==> src/rtl/adaptive_filter_feeder.sv <==
// Front-end feeder for the adaptive integrator/differentiator filter.
// Buffers the input sample stream and sequences mode changes by flushing
// the filter with zero samples before applying the new ctrl value.
module adaptive_filter_feeder #(
    parameter int unsigned DATA_W     = 14,
    parameter int unsigned FIFO_DEPTH = 16,
    parameter int unsigned FLUSH_LEN  = 12
) (
    input  logic                               clk,
    input  logic                               srst,
    input  logic [DATA_W-1:0]                  in_tdata,
    input  logic                               in_tvalid,
    output logic                               in_tready,
    input  logic                               mode_req,
    input  logic                               mode_req_valid,
    output logic [DATA_W-1:0]                  m_tdata,
    output logic                               m_tvalid,
    output logic                               m_flush,
    output logic                               ctrl,
    output logic                               mode_busy,
    output logic [$clog2(FIFO_DEPTH+1)-1:0]    fifo_level
);

    localparam int unsigned LVL_W = $clog2(FIFO_DEPTH + 1);
    localparam int unsigned PTR_W = $clog2(FIFO_DEPTH);
    localparam int unsigned CNT_W = $clog2(FLUSH_LEN + 1);

    localparam logic [1:0] ST_RUN    = 2'd0;
    localparam logic [1:0] ST_FLUSH  = 2'd1;
    localparam logic [1:0] ST_SWITCH = 2'd2;

    logic [DATA_W-1:0] mem [FIFO_DEPTH];
    logic [PTR_W-1:0]  wptr;
    logic [PTR_W-1:0]  rptr;
    logic [LVL_W-1:0]  level_nxt;
    logic              push;
    logic              pop;

    logic [1:0]        state;
    logic [1:0]        state_nxt;
    logic [CNT_W-1:0]  cnt;
    logic [CNT_W-1:0]  cnt_nxt;
    logic              pending;
    logic              pend_eff;
    logic [DATA_W-1:0] data_nxt;
    logic              valid_nxt;
    logic              flush_nxt;
    logic              ctrl_nxt;
    logic              busy_nxt;

    assign push     = in_tvalid & in_tready;
    assign pend_eff = mode_req_valid ? mode_req : pending;

    // Next occupancy; push and pop in the same cycle leave the level unchanged
    always_comb begin
        level_nxt = fifo_level;
        case ({push, pop})
            2'b10:   level_nxt = fifo_level + LVL_W'(1);
            2'b01:   level_nxt = fifo_level - LVL_W'(1);
            default: level_nxt = fifo_level;
        endcase
    end

    // Sample storage; contents need no reset since the pointers gate reads
    always_ff @(posedge clk) begin
        if (push) begin
            mem[wptr] <= in_tdata;
        end
    end

    // FIFO pointers, occupancy and registered ready
    always_ff @(posedge clk) begin
        if (srst) begin
            wptr       <= '0;
            rptr       <= '0;
            fifo_level <= '0;
            in_tready  <= 1'b0;
        end else begin
            if (push) begin
                wptr <= wptr + PTR_W'(1);
            end
            if (pop) begin
                rptr <= rptr + PTR_W'(1);
            end
            fifo_level <= level_nxt;
            in_tready  <= (level_nxt != LVL_W'(FIFO_DEPTH));
        end
    end

    // Mode sequencer: next state, flush counter and next output values
    always_comb begin
        state_nxt = state;
        cnt_nxt   = cnt;
        data_nxt  = m_tdata;
        valid_nxt = 1'b0;
        flush_nxt = 1'b0;
        ctrl_nxt  = ctrl;
        busy_nxt  = (state != ST_RUN);
        pop       = 1'b0;
        case (state)
            ST_RUN: begin
                if (fifo_level != '0) begin
                    pop       = 1'b1;
                    data_nxt  = mem[rptr];
                    valid_nxt = 1'b1;
                end
                if (pend_eff != ctrl) begin
                    state_nxt = ST_FLUSH;
                    cnt_nxt   = CNT_W'(FLUSH_LEN - 1);
                end
            end
            ST_FLUSH: begin
                // ctrl held low so the filter's feedback register drains too
                data_nxt  = '0;
                valid_nxt = 1'b1;
                flush_nxt = 1'b1;
                ctrl_nxt  = 1'b0;
                if (cnt == '0) begin
                    state_nxt = ST_SWITCH;
                end else begin
                    cnt_nxt = cnt - CNT_W'(1);
                end
            end
            ST_SWITCH: begin
                ctrl_nxt = pending;
                // A request landing on this edge supersedes the value being applied
                if (pend_eff != pending) begin
                    state_nxt = ST_FLUSH;
                    cnt_nxt   = CNT_W'(FLUSH_LEN - 1);
                end else begin
                    state_nxt = ST_RUN;
                end
            end
            default: begin
                state_nxt = ST_RUN;
            end
        endcase
    end

    // State, pending request and registered outputs
    always_ff @(posedge clk) begin
        if (srst) begin
            state     <= ST_RUN;
            cnt       <= '0;
            pending   <= 1'b0;
            m_tdata   <= '0;
            m_tvalid  <= 1'b0;
            m_flush   <= 1'b0;
            ctrl      <= 1'b0;
            mode_busy <= 1'b0;
        end else begin
            state     <= state_nxt;
            cnt       <= cnt_nxt;
            pending   <= pend_eff;
            m_tdata   <= data_nxt;
            m_tvalid  <= valid_nxt;
            m_flush   <= flush_nxt;
            ctrl      <= ctrl_nxt;
            mode_busy <= busy_nxt;
        end
    end

endmodule

==> config.mk <==
export PLATFORM = sky130hd
export DESIGN_NAME = adaptive_filter_feeder
export DESIGN_NICKNAME = d
export VERILOG_FILES = /design/src/rtl/adaptive_filter_feeder.sv
export SDC_FILE = /design/constraint.sdc
export NUM_CORES = 1
export LEC_CHECK = 0
export BUFFER_PORTS_ARGS = -buffer_cell sky130_fd_sc_hd__buf_2
export CAP_MARGIN = 20
export CORE_MARGIN = 1
export CORE_UTILIZATION = 58
export CTS_CLUSTER_DIAMETER = 120
export DETAILED_ROUTE_END_ITERATION = 12
export PLACE_DENSITY = 0.76
export SLEW_MARGIN = 20
export SYNTH_ARGS = -nofsm -noshare
export SYNTH_HDL_FRONTEND = slang
export SYNTH_SLANG_ARGS = --single-unit
==> constraint.sdc <==
create_clock -name clk -period 3.7 [get_ports clk]
set_clock_uncertainty 0.2 [all_clocks]
set_input_delay 0.37 -clock clk [delete_from_list [all_inputs] [get_ports clk]]
set_output_delay 0.37 -clock clk [all_outputs]
set_load 0.02 [all_outputs]
After elaboration in Yosys (flattened, before gate mapping)

Memory sizes are Yosys's and may differ from the RTL's. A register that Yosys moved wholly into a read port is not among the register bits.
Cells that the tools add are included.

$add $sub $neg: 5
Multiply operators: 0
Divide/modulo/power cells: 0
$lt $le $gt $ge: 0
Eq/ne operators: 12
Shift operators: 0
Mux-type cells: 21
Bitwise operators: 1
Reduce and logical (&&, ||, !) cells: 10

Operators by type and width:

| operator                                                              | count |
|---|---|
| 14-bit case mux with 2 select lines                                   | 1 |
| 4-bit 2-to-1 mux                                                      | 5 |
| 14-bit 2-to-1 mux                                                     | 1 |
| 4-bit case mux with 3 select lines                                    | 1 |
| 2-bit != test, second input constant                                  | 5 |
| 5-bit case mux with 2 select lines                                    | 1 |
| 4-bit by 1-bit adder with 4-bit output, second input constant         | 2 |
| 1-bit 2-to-1 mux                                                      | 7 |
| 2-bit case mux with 3 select lines                                    | 1 |
| 2-bit nonzero test                                                    | 3 |
| 5-bit by 1-bit adder with 5-bit output, second input constant         | 1 |
| 5-bit != test, second input constant                                  | 1 |
| 5-bit nonzero test                                                    | 1 |
| 5-bit by 1-bit subtractor with 5-bit output, second input constant    | 1 |
| 2-bit by 1-bit equality test with 1-bit output, second input constant | 2 |
| 2-bit equality test, second input constant                            | 2 |
| 4-bit zero test                                                       | 1 |
| 2-bit 2-to-1 mux                                                      | 2 |
| 1-bit case mux with 2 select lines                                    | 2 |
| 2-bit AND reduction                                                   | 2 |
| 4-bit AND reduction                                                   | 1 |
| 4-bit by 1-bit subtractor with 4-bit output, second input constant    | 1 |
| 3-bit nonzero test                                                    | 1 |
| 2-bit zero test                                                       | 1 |
| 2 further kinds                                                       | 3 |

Bits in registers: 39
Bits in latches: 0
Bits in writable memories: 224
Memory bits (read-only): 0
Bits of input ports: 19
Memories: 1

Memory list:

| memory | depth | width | read ports | clocked after Yosys merged registers in | wr ports | line | source |
|---|---|---|---|---|---|---|---|
| mem    | 16    | 14    | 1          | 1                                       | 1        | 32   | `logic [DATA_W-1:0] mem [FIFO_DEPTH];` |

Depth between registers and ports, before layout

Depth after elaboration: 6
Mapped depth: 11
Gate-level depth less buffers: 11

Worst setup path after synthesis

Ideal clock, no wire load.

Path kind: register -> register
From: register state[0]
To: register in_tready
Setup time: 0.081 ns
Arrival time: 2.763 ns
Slack: 0.656 ns
Cell stages (with the launch flop): 12
Path buffers: 2
Clock period less this slack: 3.044 ns
Path through: dfxtp_1 -> inv_1 -> ha_1 -> clkbuf_1 -> a21boi_0 -> clkbuf_1 -> ha_1 -> or3b_2 -> a211oi_1 -> a211oi_1 -> o21bai_1 -> a41oi_1

Longest elaborated chain between the ends: 5

Ends and longest elaborated chain:

| element                                                                                      | line | source |
|---|---|---|
| start, declared                                                                              | 39   | `logic [1:0] state;` |
| start signal, assigned                                                                       | 152  | `state <= state_nxt;` |
| 2-bit zero test (*)                                                                          | 100  | `case (state)` |
| 1-bit 2-to-1 mux (*)                                                                         | 100  |  |
| 2-bit by 1-bit equality test with 1-bit output / 2-bit equality test (equally long branches) | 57   | `case ({push, pop})` |
| 5-bit case mux with 2 select lines (*)                                                       | 57   |  |
| 5-bit != test (*)                                                                            | 86   | `in_tready <= (level_nxt != LVL_W'(FIFO_DEPTH));` |
| end signal, assigned                                                                         | 86   |  |
| end, declared                                                                                | 13   | `output logic in_tready,` |

Mark *: on every way between the ends. The rest lies on a longest branch, timed or not.
A chain may end at the register's enable or synchronous reset.

Final worst setup path

From: register state[0]
To: register fifo_level[4]

Longest elaborated chain between the ends: 4

Ends and longest elaborated chain:

| element                                                                                      | line | source |
|---|---|---|
| 2-bit zero test (*)                                                                          | 100  |  |
| 1-bit 2-to-1 mux (*)                                                                         | 100  |  |
| 2-bit by 1-bit equality test with 1-bit output / 2-bit equality test (equally long branches) | 57   |  |
| 5-bit case mux with 2 select lines (*)                                                       | 57   |  |
| end signal, assigned                                                                         | 85   | `fifo_level <= level_nxt;` |
| end, declared                                                                                | 21   | `output logic [$clog2(FIFO_DEPTH+1)-1:0] fifo_level` |

Marks and branches as above.

==> results.tsv <==
metric	value	unit
cell type contributing the most total cell area after synthesis	edfxtp_1	
post-DR wirelength/cell	24.5	microns
endpoints failing hold	0	
core box area	17500	sq um
Final Net Count	639	
via count	5298	
Crit-path slowest cell	or3b_2	
post-synthesis net count	568	
RePlAce Congestion	0.898	
maximum number of pins on one net before global-route repair	36	
Synth warnings	0	
worst min-delay path category	primary input to flip-flop	
total iterations of the first detailed-routing run	4	
Root Buffer	clkbuf_16	
run status	complete, no violations	
die extent in y	136	microns
per-instance average area after synthesis	19.5	sq um
achievable clock frequency	309	MHz
Hold Crit Depth	3	
share of final-layout standard cells stronger than drive strength 1	28.7	%
setup tns final	0	ns
vias in the first global route	5480	
Num CTS Buffers	26	
wire length of the first global-routing pass	31.4	mm
post-CTS setup repair buffer count	0	
power per cell area	685	nW/um^2
Max-slew headroom	34.4	%
horizontal die dimension	136	microns
Tot GR Track Use	23.8	%
crit path cell chain	inv_1 > ha_1 > a21bo_2 > a21oi_1 > xor2_1 > ha_1 > or3b_2 > a211oi_1 > a211oi_1 > o21bai_1 > nor2b_1	
Combinational Power Share	23.9	%
Worst R2R End	fifo_level[4]$_SDFF_PP0_	
clock period minus final worst setup slack	3.24	ns
Skew-Pair Late Insertion Delay	0.52	ns
die area	18600	sq um
Data required, critical path	3.89	ns
synth unique cells	47	
Max Root-Sink Buffers	3	
Worst Setup End Kind	flip-flop	
Critical Setup Path Class	flip-flop to flip-flop	
post-CTS clock slew at the launch and capture registers of the worst setup and hold paths	0.06	ns
internal reg-to-reg setup slack	0.46	ns
antenna violations before repair	0	
net switching share of the total power	28.3	%
starting density of the core	59.9	%
TritonCTS clock tree	done	
final critical-path share of the clock period	87.5	%
most frequent cells in the layout	edfxtp_1, mux4_2, buf_2	
Setup Viol. Count Final	0	
RSZ-0062 raised after global routing	no	
hold path startpoint	mode_req_valid	
register bit count reported by yosys	267	
share of total power in the clock network	30.9	%
Slowest Stage Delay on Critical Path	0.47	ns
Congestion Overflow GR	0	
Antenna Violating Nets Remaining	0	
terminating pin of the worst hold path	pending$_SDFF_PP0_	
DR vias/cell	6.22	
number of max-cap violations	0	
crit path buf inv count	1	
Final Slew Violations	0	
largest driver fanout on the critical path	11	
WP data arrival	3.42	ns
# port buffers	42	
part of the Yosys area used for sequential elements	72.5	%
leading cell type in the layout, fill and taps excluded	edfxtp_1	
count of flip-flops with a built-in enable after synthesis	224	
number of antenna repair diodes	0	
number of primary I/O pins	43	
part of the power in registers	45.1	%
placement row count	48	
cell types occupying the most area after synthesis	edfxtp_1, mux4_2, dfxtp_1, mux4_1, ha_1	
cell-internal power	5840	uW
worst supply voltage drop on vdd	551	uV
flip-flop cell with the highest count after synthesis	edfxtp_1	
Post-Synthesis Cells	536	
cell area after synthesis	10500	sq um
Leakage Power	0.00398	uW
Post-synth ARST share	0	%
switching pwr	2310	uW
fraction of post-synthesis cell area in the top cell type by area	64.3	%
Top delay family on crit path	compound AO/OA/AOI/OAI gates	
drt total wl	20.9	mm
H-tree depth	1	
Remaining DRCs	0	
Setup crit start kind	flip-flop	
Slew @ Worst Pin	0.982	ns
final core utilization	68.1	%
CTS Sinks	267	
synth-to-layout area growth	13.8	%
Iter 0 DRT Violations	392	
Worst R2R Path Depth	11	
Final HPWL DP	13.0	mm
FF-to-FF Start	state[0]$_SDFFE_PP0P_	
[worst min-delay path: stages]
cell	delay [ns]
buf_2	0.11
mux2i_1	0.11
nor2_1	0.10
[layout make-up]
type	count	area [sq um]
clock buffers	40	764
clock inverters	8	58.8
fillers	1101	5580
inverters	10	37.5
multi-input cells	230	2720
flip-flops and latches	267	7590
well taps	225	282
repair buffers	72	450
[through the flow]
stage	setup WS, ns	hold slack [ns]	std cells	total power [uW]	area (sq um)
2_1_floorplan	0.656	0.269	536	5130	10500
3_3_place_gp	0.640	0.248	803	5590	11100
3_5_place_dp	0.473	0.251	803	5690	11100
4_1_cts	0.462	0.00294	852	8210	11900
5_1_grt	0.267	0.0200	852	8480	11900
6_report	0.464	0.0196	852	8150	11900
[metal layers]
metal | share of wire, % | global-route usage [%]
met1 | 39 | 30.3
met2 | 52 | 41.6
met3 | 6.0 | 3.99
met4 | 2.6 | 7.84
met5 | 0 | 0
[cells in the mapped netlist (2+ instances only)]
cell      number
inv_1         10
nor2_1        40
nor3b_1        2
nand2_1       14
mux4_2        63
nor3_1         5
mux4_1         7
xnor2_1        2
nand2b_1       7
edfxtp_1     224
a21oi_1       12
xor2_1         7
nand4_1        2
mux2i_1        6
a211oi_1       4
a21boi_0       2
dfxtp_1       43
a32o_1        14
buf_6          5
ha_1          13
nand4b_1       2
nand3_1        2
a311oi_1       2
buf_2          3
o21bai_1       2
clkbuf_1      19
a31oi_1        2
a21o_1         2
buf_1          2
[flip-flops by register name, summed over array words and instances, names as in the netlist, named ones only]
| name | count |
|---|---|
| cnt | 4 |
| ctrl | 1 |
| fifo_level | 5 |
| in_tready | 1 |
| m_flush | 1 |
| m_tdata | 14 |
| m_tvalid | 1 |
| mem | 224 |
| mode_busy | 1 |
| pending | 1 |
| rptr | 4 |
| state | 2 |
| wptr | 4 |
[power by group through the flow]
stage               sequential [uW]  combinational, uW  clock [uW]
floorplan                      3770               1360           0
detailed placement             3740               1950           0
global route                   3720               2100        2660
finish                         3680               1950        2520
CTS                            3680               1970        2560
global placement               3730               1860           0
[kinds of logic after synthesis]
group                      count (synthesis)  share of synthesized area, %
AOI/OAI and AO/OA                         49                          3.71
adders and majority gates                 13                          1.55
xor gates and xnor gates                   9                         0.754
DFF                                      267                          72.5
buffers and inverters                     39                          1.79
and+or+nand+nor                           83                          3.77
muxes                                     76                          15.9
[how the worst max path moves through the flow]
| stage | cells after the start | endpoint | startpoint | slack, ns |
|---|---|---|---|---|
| floorplan | 11 | in_tready$_SDFF_PP0_ | state[0]$_SDFFE_PP0P_ | 0.66 |
| global placement | 11 | in_tready$_SDFF_PP0_ | state[0]$_SDFFE_PP0P_ | 0.64 |
| detailed placement | 11 | fifo_level[4]$_SDFF_PP0_ | state[0]$_SDFFE_PP0P_ | 0.47 |
| CTS | 11 | in_tready$_SDFF_PP0_ | state[0]$_SDFFE_PP0P_ | 0.46 |
| global route | 11 | in_tready$_SDFF_PP0_ | state[0]$_SDFFE_PP0P_ | 0.27 |
| finish | 11 | fifo_level[4]$_SDFF_PP0_ | state[0]$_SDFFE_PP0P_ | 0.46 |
[repair_timing]
item	4_1_cts	5_1_grt
hold endpoints to repair	1	0
hold buffers	1	0
setup endpoints to repair	0	0
resized for setup	0	0
Power figures use the tool's default switching activity.
